[config.mk]
export PLATFORM = sky130hd
export DESIGN_NAME = adc_spi_ctrl
export DESIGN_NICKNAME = d
export VERILOG_FILES = /design/src/rtl/adc_spi_pkg.sv /design/src/rtl/adc_spi_tick.sv /design/src/rtl/adc_spi_ctrl.sv
export SDC_FILE = /design/constraint.sdc
export NUM_CORES = 1
export LEC_CHECK = 0
export ABC_AREA = 1
export CORE_MARGIN = 2
export CORE_UTILIZATION = 40
export CTS_CLUSTER_DIAMETER = 150
export DETAILED_ROUTE_END_ITERATION = 8
export GPL_TIMING_DRIVEN = 0
export MAX_ROUTING_LAYER = met4
export PLACE_DENSITY = 0.66
export SYNTH_ARGS = -nofsm -noshare
export SYNTH_HDL_FRONTEND = slang
export SYNTH_SLANG_ARGS = --single-unit
[constraint.sdc]
create_clock -name clk -period 1.9 [get_ports clk]
set_input_delay 0.285 -clock clk [delete_from_list [all_inputs] [get_ports clk]]
set_output_delay 0.285 -clock clk [all_outputs]
set_load 0.02 [all_outputs]
[src/rtl/adc_spi_pkg.sv]
// Shared types and field positions for the ADC configuration-port SPI master.
package adc_spi_pkg;
  typedef enum logic [2:0] {ST_IDLE, ST_SETUP, ST_SHIFT, ST_HOLD, ST_GAP} state_t;

  localparam int FRAME_BITS = 24;
  localparam int INSTR_BITS = 16;

  localparam int STS_BUSY = 31;
  localparam int STS_DONE = 30;
  localparam int STS_OVR  = 29;

  localparam int CMD_GO = 31;
  localparam int CMD_RW = 23;
endpackage

[src/rtl/adc_spi_tick.sv]
// Half-period tick generator: pulses once every CLK_DIV cycles while enabled.
module adc_spi_tick #(
  parameter int CLK_DIV = 4
) (
  input  logic clk,
  input  logic reset,
  input  logic restart,
  input  logic en,
  output logic tick
);
  logic [7:0] cnt;

  assign tick = en && (cnt == 8'd0);

  always_ff @(posedge clk) begin
    if (!reset)
      cnt <= 8'(CLK_DIV - 1);
    else if (restart || !en || cnt == 8'd0)
      cnt <= 8'(CLK_DIV - 1);
    else
      cnt <= cnt - 8'd1;
  end
endmodule

[src/rtl/adc_spi_ctrl.sv]
// SPI master for the ADC config port: one 24-bit frame per GO rising edge.
// Optional pad turnaround and read capture under ADC_SPI_READBACK_EN.
module adc_spi_ctrl
  import adc_spi_pkg::*;
#(
  parameter int CLK_DIV = 4
) (
  input  logic        clk,
  input  logic        reset,
  input  logic [31:0] cmd,
  output logic [31:0] status,
  output logic        adc_csb,
  output logic        adc_sclk,
  output logic        adc_sdo,
  input  logic        adc_sdi,
  output logic        adc_sdio_oe
);
  state_t                  state;
  logic                    go_q, phase, tick, done, ovr;
  logic [4:0]              bit_cnt;
  logic [FRAME_BITS-1:0]   sr;
  logic [INSTR_BITS-1:0]   echo;
  logic [7:0]              rdata;
  logic                    start_edge;

  assign start_edge = cmd[CMD_GO] && !go_q;

  adc_spi_tick #(.CLK_DIV(CLK_DIV)) u_tick (
    .clk     (clk),
    .reset   (reset),
    .restart (start_edge && state == ST_IDLE),
    .en      (state != ST_IDLE),
    .tick    (tick)
  );

`ifdef ADC_SPI_READBACK_EN
  logic rw, cap;
  // Pad is released once the last instruction bit has been clocked out.
  logic rd_phase;
  assign rd_phase = rw && ((state == ST_SHIFT && bit_cnt < 5'd8) || state == ST_HOLD);

  always_ff @(posedge clk) begin
    if (!reset) begin
      rw          <= 1'b0;
      cap         <= 1'b0;
      rdata       <= 8'd0;
      adc_sdio_oe <= 1'b1;
    end else begin
      if (state == ST_IDLE && start_edge)
        rw <= cmd[CMD_RW];
      // Sample on the edge where SCLK actually falls, one cycle after the tick.
      cap <= rw && state == ST_SHIFT && tick && phase && bit_cnt < 5'd8;
      if (cap)
        rdata <= {rdata[6:0], adc_sdi};
      adc_sdio_oe <= !rd_phase;
    end
  end
`else
  logic unused_sdi;
  assign unused_sdi  = adc_sdi;
  assign rdata       = 8'd0;
  assign adc_sdio_oe = 1'b1;
`endif

  always_ff @(posedge clk) begin
    if (!reset) begin
      state    <= ST_IDLE;
      go_q     <= 1'b1;
      phase    <= 1'b0;
      bit_cnt  <= 5'd0;
      sr       <= '0;
      echo     <= '0;
      done     <= 1'b0;
      ovr      <= 1'b0;
      adc_csb  <= 1'b1;
      adc_sclk <= 1'b0;
      adc_sdo  <= 1'b0;
      status   <= 32'd0;
    end else begin
      go_q <= cmd[CMD_GO];
      if (start_edge && state != ST_IDLE)
        ovr <= 1'b1;
      case (state)
        ST_IDLE: if (start_edge) begin
          sr    <= cmd[FRAME_BITS-1:0];
          echo  <= cmd[23:8];
          done  <= 1'b0;
          ovr   <= 1'b0;
          state <= ST_SETUP;
        end
        ST_SETUP: if (tick) begin
          state   <= ST_SHIFT;
          phase   <= 1'b0;
          bit_cnt <= 5'd23;
        end
        ST_SHIFT: if (tick) begin
          if (!phase)
            phase <= 1'b1;
          else begin
            phase <= 1'b0;
            sr    <= {sr[FRAME_BITS-2:0], 1'b0};
            if (bit_cnt == 5'd0) state <= ST_HOLD;
            else bit_cnt <= bit_cnt - 5'd1;
          end
        end
        ST_HOLD: if (tick) begin
          state <= ST_GAP;
          phase <= 1'b0;
        end
        ST_GAP: if (tick) begin
          if (!phase)
            phase <= 1'b1;
          else begin
            phase <= 1'b0;
            done  <= 1'b1;
            state <= ST_IDLE;
          end
        end
        default: state <= ST_IDLE;
      endcase
      // Outputs follow the internal state by one edge.
      adc_csb  <= !(state == ST_SETUP || state == ST_SHIFT || state == ST_HOLD);
      adc_sclk <= state == ST_SHIFT && phase;
      adc_sdo  <= state == ST_SHIFT && sr[FRAME_BITS-1];
      status   <= {state != ST_IDLE, done, ovr, 5'd0, echo, rdata};
    end
  end
endmodule

==> impl_metrics.tcl, run 1 <==
set metrics [dict create \
    ios 71 \
    core_um2 8300 \
    synthTopCellsByArea "dfxtp_1 48%, nand2_1 14%, nor2_1 11%" \
    yosysTopAreaCell "dfxtp_1" \
    cts_hold_buf 0 \
    fin_crit_sh_pct 86.6 \
    cp_slowest_stage_delay_ns 0.56 \
    start_kind "primary input" \
    timing.critical_path.cells "clkdlybuf4s50_1, clkbuf_1, clkbuf_1, nand2_1, nor2_1" \
    status "finished, final reports clean" \
    startpoint "reset" \
    crit_arrival_ns 1.93 \
    setup_viol 0 \
    avgSynthCellArea_um2 7.06 \
    antenna_cells 0 \
    numPortBuffers 48 \
    initial_core_util_pct 41.6 \
    cts_resized 0 \
    rsz0062_at_grt "no" \
    die_w_um 96.9 \
    yosys.area.top_type_share_pct 47.6 \
    yosysWarnings 0 \
    p_per_area_nw_per_um2 1060 \
    grt_antenna_before_repair 0 \
    criticalPathCategory "in2reg" \
    finalInstanceArea_um2 4320 \
    cts_buffers 9 \
    htree_num_levels 3 \
    synth_edf_count 0 \
    vias_per_cell 4.47 \
    hold_class "reg2reg" \
    skew_ns 0.0105 \
    synth_async_sr_flop_share_pct 0 \
    area_delta_synth_final_pct 25.1 \
    dr.pass1.iters 4 \
    r2r-start "u_tick.cnt[0]" \
    wire_per_inst_um 10.7 \
    die_h_um 96.9 \
    dpl.hpwl_um 5360 \
    clock_path_buffers 2 \
    cp_slowest_cell "clkdlybuf4s50_1" \
    clk_pin_slew_ns 0.08 \
    yosysSeqAreaShare_pct 47.6 \
    grt_util_all_layers_pct 16.0 \
    critPathCapture "state[1]" \
    critPathTopFamily "buffers and inverters" \
    syn_area_um2 3450 \
    grt_max_degree 16 \
    cts_sinks 82 \
    netSwitchingFraction_pct 33.1 \
    netlist-cell-type-count 27 \
    clk_latency_ns 0.35 \
    fp.dieArea_um2 9390 \
    ff2ff_path_depth 10 \
    drive_above_1_share_pct 10.4 \
    gr-total-overflow 0 \
    grt_first_pass_wirelength_um 12100 \
    power_frac_seq_pct 45.0 \
    nNetsFinal 598 \
    p_leak_uw 0.00208 \
    drt-initial-drc-count 161 \
    ys.flop_type "dfxtp_1" \
    syn_inst 489 \
    routed_wl_um 7150 \
    dr_total_vias 2996 \
    hold_viol_final 0 \
    root_buffer "clkbuf_8" \
    place_congestion 0.872 \
    peakVddDrop_mv 0.534 \
    r2r_setup_slack_ns 0.29 \
    end_kind "flop" \
    drv_cap 0 \
    cts_tree "built" \
    worstPathRequired_ns 2.19 \
    synth_seq_cells 82 \
    min_path_cells 1 \
    tightestPinTransition_ns 0.519 \
    cp.depth 5 \
    cp_max_fo 10 \
    antenna_left 0 \
    max_freq_ghz 0.608 \
    drc 0 \
    internal_power_uw 3060 \
    p_sw_uw 1510 \
    p_clk_share_pct 28.5 \
    row_count 33 \
    relSlewSlack_pct 65.4 \
    crit_buf_inv 3 \
    reg2reg_to "sr[6]" \
    layout_min_cycle_time_ns 1.65 \
    cp_common_cell "clkbuf_1" \
    grt_pass1_vias 2672 \
    power_uw 4570 \
    placed_area_um2 4110 \
    slew_viol_final 0 \
    cts_setup_buffers 0 \
    pwr-share-comb_pct 26.5 \
]
[through the flow]
stage / utilization, % / setup slack, ns / TNS [ns] / hold slack [ns] / cells
2_1_floorplan: - / 0.515 / 0 / 0.365 / 501
6_report: 52.0 / 0.255 / 0 / 0.393 / 670
3_3_place_gp: 49.5 / -0.105 / -0.934 / 0.374 / 654
5_1_grt: 52.0 / 0.0966 / 0 / 0.424 / 670
4_1_cts: 52.0 / 0.228 / 0 / 0.397 / 670
3_5_place_dp: 49.5 / -0.125 / -1.29 / 0.378 / 654
[routing by layer]
metal | share of wire, % | vias to the layer above | track usage (%)
li1 | - | 1614 | -
met1 | 48 | 1305 | 20.8
met2 | 45 | 66 | 24.8
met3 | 4.8 | 11 | 2.60
met4 | 1.8 | 0 | 6.39
met5 | 0 | - | -
[kinds of logic after synthesis]
kind of cell	synth area share, %
xor gates and xnor gates	0.508
AOI/OAI and AO/OA	8.05
buffers and inverters	10.9
and+or+nand+nor	31.6
other	0.218
DFF	47.6
adders and majority gates	1.09
[how the worst min path moves through the flow]
stage                        startpoint            end  slack [ns]
after floorplan           u_tick.cnt[0]  u_tick.cnt[0]        0.37
after global placement    u_tick.cnt[0]  u_tick.cnt[0]        0.37
after detailed placement  u_tick.cnt[0]  u_tick.cnt[0]        0.38
after CTS                 u_tick.cnt[0]  u_tick.cnt[0]        0.40
after global routing      u_tick.cnt[0]  u_tick.cnt[0]        0.42
final                     u_tick.cnt[0]  u_tick.cnt[0]        0.39
[power groups by stage]
stage	sequential, uW	combinational (uW)	clock, uW
after floorplan	2120	850	0
after global placement	2090	1190	0
final	2060	1210	1300
after detailed placement	2090	1210	0
after global routing	2080	1390	1410
after CTS	2060	1220	1340
[final cells by class]
cell class | instances | area [um^2]
buffer | 32 | 216
clock buffer | 10 | 138
clock inverter | 6 | 71.3
fill | 849 | 3980
inverter | 43 | 161
multi-input combinational | 344 | 1480
sequential | 82 | 1640
tap | 105 | 131
timing repair buffer | 48 | 480
[state kept, by name, indices dropped and copies added (netlist names), named ones only]
register and cells:
sr 24, bit_cnt 5, status 19, phase 1
done 1, state 3, go_q 1, u_tick.cnt 8
adc_sdo 1, adc_csb 1, adc_sclk 1, echo 16
[Yosys cell counts (2+ instances only)]
master,n
clkbuf_1,7
nand2_1,132
nor2_2,3
or2_2,2
nor3_1,3
conb_1,2
nand2_2,5
buf_4,16
inv_1,38
ha_1,3
buf_2,5
a21oi_1,10
o21ai_1,4
o21ai_0,39
xor2_1,2
nand3_1,15
buf_6,4
nor2_1,104
nand2_4,2
dfxtp_1,82
inv_2,5
[layout by cell type (no fill, tap or decap), drive strengths merged]
cell type and n:
o21ai 43, ha 3, o22ai 1, xor2 2
a21oi 10, clkinvlp 2, or2 2, bufinv 1
a31oi 1, dfxtp 82, buf 25, nand4 1
nand3 15, conb 14, inv 45, clkinv 1
nor3 3, nor2 108, clkbuf 17, nor4 1
clkdlybuf4s50 48, nand2 139, nand3b 1
Power figures use the tool's default switching activity.
==> run 2: changes to the inputs <==
--- a/config.mk
+++ b/config.mk
@@ -6,12 +6,11 @@
 export NUM_CORES = 1
 export LEC_CHECK = 0
 export ABC_AREA = 1
-export CORE_MARGIN = 2
+export CORE_MARGIN = 3
 export CORE_UTILIZATION = 40
 export CTS_CLUSTER_DIAMETER = 150
 export DETAILED_ROUTE_END_ITERATION = 8
 export GPL_TIMING_DRIVEN = 0
-export MAX_ROUTING_LAYER = met4
 export PLACE_DENSITY = 0.66
 export SYNTH_ARGS = -nofsm -noshare
 export SYNTH_HDL_FRONTEND = slang
==> impl_metrics.tcl, run 2 (synthesis gave the netlist of run 1 again) <==
set metrics [dict create \
    status "finished, final reports clean" \
    nNetsFinal 598 \
    htree_num_levels 3 \
    hold_class "reg2reg" \
    core_um2 8300 \
    drive_above_1_share_pct 10.4 \
    antenna_cells 0 \
    skew_ns 0.0166 \
    dr.pass1.iters 4 \
    worstPathRequired_ns 2.19 \
    criticalPathCategory "in2reg" \
    clk_pin_slew_ns 0.07 \
    area_delta_synth_final_pct 25.1 \
    root_buffer "clkbuf_8" \
    p_per_area_nw_per_um2 1060 \
    grt_util_all_layers_pct 15.8 \
    clk_latency_ns 0.36 \
    cts_resized 0 \
    cts_tree "built" \
    slew_viol_final 0 \
    layout_min_cycle_time_ns 1.65 \
    die_w_um 98.9 \
    cp_slowest_cell "clkdlybuf4s50_1" \
    use_met3_pct 3.89 \
    relSlewSlack_pct 66.0 \
    critPathTopFamily "buffers and inverters" \
    grt_first_pass_wirelength_um 12600 \
    vias_per_cell 4.48 \
    cts_hold_buf 0 \
    tns_ns 0 \
    crit_arrival_ns 1.94 \
    grt_antenna_before_repair 0 \
    dpl.hpwl_um 5490 \
    mostFrequentLayoutCell "nand2_1" \
    use_met2_pct 24.3 \
    grtUsageMet1_pct 21.5 \
    start_kind "primary input" \
    routed_wl_um 7380 \
    cp_slowest_stage_delay_ns 0.55 \
    gr-total-overflow 0 \
    dr_total_vias 3003 \
    layout_common_cells "132 x nand2_1, 104 x nor2_1, 82 x dfxtp_1, 48 x clkdlybuf4s50_1, 39 x o21ai_0" \
    fp.dieArea_um2 9780 \
    cts_setup_buffers 0 \
    peakVddDrop_mv 0.445 \
    fin_util_pct 52.0 \
    largest_reg_flops 24 \
    drv_cap 0 \
    setup_viol 0 \
    grt_busiest_layer "met2" \
    top_regs "sr (24), status (19), echo (16)" \
    cts_buffers 9 \
    cp_max_fo 10 \
    antenna_left 0 \
    wire_per_inst_um 11.0 \
    fin_crit_sh_pct 87.1 \
    ios 71 \
    end_kind "flop" \
    top_register "sr" \
    crit_buf_inv 3 \
    row_count 33 \
    die_h_um 98.9 \
    max_freq_ghz 0.604 \
    drt-initial-drc-count 138 \
    grt_pass1_vias 2802 \
    grt_max_degree 16 \
    drc 0 \
    initial_core_util_pct 41.6 \
    nFillCells 865 \
    place_congestion 0.820 \
    p_leak_uw 0.00208 \
    hold_viol_final 0 \
    rsz0062_at_grt "no" \
    clock_path_buffers 2 \
    cp_common_cell "clkbuf_1" \
    numPortBuffers 48 \
    tightestPinTransition_ns 0.509 \
    cts_sinks 82 \
    timing.critical_path.cells "clkdlybuf4s50_1, clkbuf_1, clkbuf_1, nand2_1, nor2_1" \
]
-- run 2: through the flow --
step | power [uW] | hold WS [ns] | instances | setup WS, ns | cell area [um^2]
global placement | 3280 | 0.374 | 654 | -0.125 | 4110
finish | 4590 | 0.395 | 670 | 0.245 | 4320
detailed placement | 3310 | 0.379 | 654 | -0.129 | 4110
global route | 4910 | 0.416 | 670 | 0.119 | 4320
CTS | 4630 | 0.398 | 670 | 0.234 | 4320
floorplan | 2970 | 0.365 | 501 | 0.515 | 3500
-- run 2: report_power, final --
group	leakage [uW]	internal, uW	switching (uW)
logic	0.00131	472	746
registers	0.000667	1930	124
clock network	0.000103	656	657
-- run 2: worst reg2reg max path: stages, from the launching register on --
cell and delay, ns:
dfxtp_1 0.31, inv_1 0.10, ha_1 0.18, nand3_1 0.08, nor2_1 0.24, nand2_2 0.10
nand2_4 0.11, inv_2 0.08, buf_6 0.14, nor2_1 0.10, nor2_1 0.06
-- run 2: final timing paths --
check                        to  slack (ns)     startpoint  depth (start not counted)
setup / recovery       state[1]        0.25          reset                          5
hold / removal    u_tick.cnt[0]        0.40  u_tick.cnt[0]                          1
setup reg to reg          sr[4]        0.30  u_tick.cnt[0]                         10
hold reg to reg   u_tick.cnt[0]        0.40  u_tick.cnt[0]                          1
-- run 2: per-layer routing --
metal  up-vias  wire, um
li1       1620         -
met1      1298      3590
met2        72      3260
met3        13       373
met4         0       157
met5         -         0
-- run 2: layout make-up --
type | instances | area (um^2) | area share [%]
Sequential cell | 82 | 1640 | 38.0
Clock inverter | 6 | 72.6 | 1.68
Inverter | 43 | 161 | 3.74
Timing Repair Buffer | 48 | 480 | 11.1
Buffer | 32 | 216 | 5.01
Multi-Input combinational cell | 344 | 1480 | 34.2
Tap cell | 105 | 131 | 3.04
Clock buffer | 10 | 138 | 3.19
==> run 3: changes to the inputs <==
--- a/config.mk
+++ b/config.mk
@@ -6,8 +6,9 @@
 export NUM_CORES = 1
 export LEC_CHECK = 0
 export ABC_AREA = 1
-export CORE_MARGIN = 3
+export CORE_MARGIN = 1.5
 export CORE_UTILIZATION = 40
+export CTS_BUF_LIST = sky130_fd_sc_hd__clkbuf_16
 export CTS_CLUSTER_DIAMETER = 150
 export DETAILED_ROUTE_END_ITERATION = 8
 export GPL_TIMING_DRIVEN = 0
==> impl_metrics.tcl, run 3 (synthesis gave the netlist of run 1 again) <==
set metrics [dict create \
    status "finished, final reports clean" \
    routed_wl_um 7480 \
    tightestPinTransition_ns 0.529 \
    row_count 33 \
    tns_ns 0 \
    core_um2 8300 \
    setup_viol 0 \
    crit_buf_inv 3 \
    grt_first_pass_wirelength_um 12400 \
    mostFrequentLayoutCell "nand2_1" \
    fin_util_pct 53.2 \
    antenna_left 0 \
    slew_viol_final 0 \
    criticalPathCategory "in2reg" \
    cts_setup_buffers 0 \
    dr.pass1.iters 4 \
    vias_per_cell 4.64 \
    setup_ws_ns 0.201 \
    gr-total-overflow 0 \
    p_leak_uw 0.00212 \
    drive_above_1_share_pct 10.4 \
    hold_class "reg2reg" \
    crit_arrival_ns 1.96 \
    worstPathRequired_ns 2.16 \
    p_sw_uw 1590 \
    drc 0 \
    timing.critical_path.cells "clkdlybuf4s50_1, clkbuf_1, clkbuf_1, nand2_1, nor2_1" \
    power_uw 5020 \
    start_kind "primary input" \
    p_per_area_nw_per_um2 1140 \
    skew_ns 0.00654 \
    relSlewSlack_pct 64.7 \
    initial_core_util_pct 41.6 \
    grt_max_degree 16 \
    cts_buffers 9 \
    end_kind "flop" \
    die_h_um 95.9 \
    hold_viol_final 0 \
    largest_reg_flops 24 \
    grt_antenna_before_repair 0 \
    layout_min_cycle_time_ns 1.70 \
    drv_cap 0 \
    layout_common_cells "132 x nand2_1, 104 x nor2_1, 82 x dfxtp_1, 48 x clkdlybuf4s50_1, 39 x o21ai_0" \
    antenna_cells 0 \
    pre_cts_slack_ns -0.124 \
    drt-initial-drc-count 167 \
    clock_path_buffers 2 \
    area_delta_synth_final_pct 27.8 \
    htree_num_levels 3 \
    cp_common_cell "clkbuf_1" \
    dpl.hpwl_um 5430 \
    cp_max_fo 10 \
    top_regs "sr (24), status (19), echo (16)" \
    cts_tree "built" \
    cts_hold_buf 0 \
    fp.dieArea_um2 9200 \
    grt_util_all_layers_pct 17.4 \
    rsz0062_at_grt "no" \
    cp_slowest_cell "clkdlybuf4s50_1" \
    dr_total_vias 3108 \
    grt_pass1_vias 2801 \
    peakVddDrop_mv 0.449 \
    cts_sinks 82 \
    critPathTopFamily "buffers and inverters" \
    internal_power_uw 3430 \
    p_clk_share_pct 34.6 \
    nNetsFinal 598 \
    clk_pin_slew_ns 0.06 \
    nFillCells 819 \
    max_freq_ghz 0.589 \
    ios 71 \
    place_congestion 0.854 \
    pwr-share-comb_pct 24.5 \
    numPortBuffers 48 \
    power_frac_seq_pct 40.9 \
    root_buffer "clkbuf_16" \
    die_w_um 95.9 \
    fin_crit_sh_pct 89.4 \
    cp_slowest_stage_delay_ns 0.56 \
    top_register "sr" \
    clk_latency_ns 0.33 \
    wire_per_inst_um 11.2 \
    netSwitchingFraction_pct 31.6 \
    cts_resized 0 \
]
-- run 3: worst register-to-register path: stages (launching register included) --
cell	delay (ns)
dfxtp_1	0.31
inv_1	0.11
ha_1	0.18
nand3_1	0.08
nor2_1	0.25
nand2_2	0.10
nand2_4	0.11
inv_2	0.08
buf_6	0.15
nor2_1	0.10
nor2_1	0.05
-- run 3: area by class of cell --
type / instances / area [um^2] / area share [%]
multi-input cells: 344 / 1480 / 33.5
plain buffers: 32 / 216 / 4.91
well taps: 105 / 131 / 2.98
clock buffers: 9 / 225 / 5.10
inverters: 43 / 161 / 3.66
clock inverters: 7 / 77.6 / 1.76
flip-flops and latches: 82 / 1640 / 37.2
repair buffers: 48 / 480 / 10.9
-- run 3: stage by stage --
| step | instance area, um^2 | hold WS (ns) | instances |
|---|---|---|---|
| 6_report | 4410 | 0.389 | 670 |
| 3_3_place_gp | 4110 | 0.374 | 654 |
| 3_5_place_dp | 4110 | 0.376 | 654 |
| 4_1_cts | 4410 | 0.391 | 670 |
| 5_1_grt | 4410 | 0.420 | 670 |
| 2_1_floorplan | 3500 | 0.365 | 501 |
-- run 3: per-layer routing --
layer	up-vias	track usage, %	wire length, um
met5	-	0	0
met4	0	7.60	138
met3	12	3.00	410
met2	90	27.5	3400
met1	1383	23.1	3530
li1	1623	-	-
-- run 3: power by group through the flow --
| stage | clock [uW] | combinational [uW] | sequential [uW] |
|---|---|---|---|
| final | 1740 | 1230 | 2050 |
| after global routing | 1830 | 1410 | 2080 |
| after CTS | 1760 | 1230 | 2050 |
| after detailed placement | 0 | 1220 | 2090 |
| after global placement | 0 | 1190 | 2090 |
| after floorplan | 0 | 850 | 2120 |
-- run 3: path summary, 6_finish.rpt --
kind,startpoint,end,slack (ns),cells after the start
worst min-delay path,u_tick.cnt[0],u_tick.cnt[0],0.39,1
worst max-delay path,reset,state[1],0.20,5
worst max register to register,u_tick.cnt[0],sr[7],0.27,10
worst min register to register,u_tick.cnt[0],u_tick.cnt[0],0.39,1
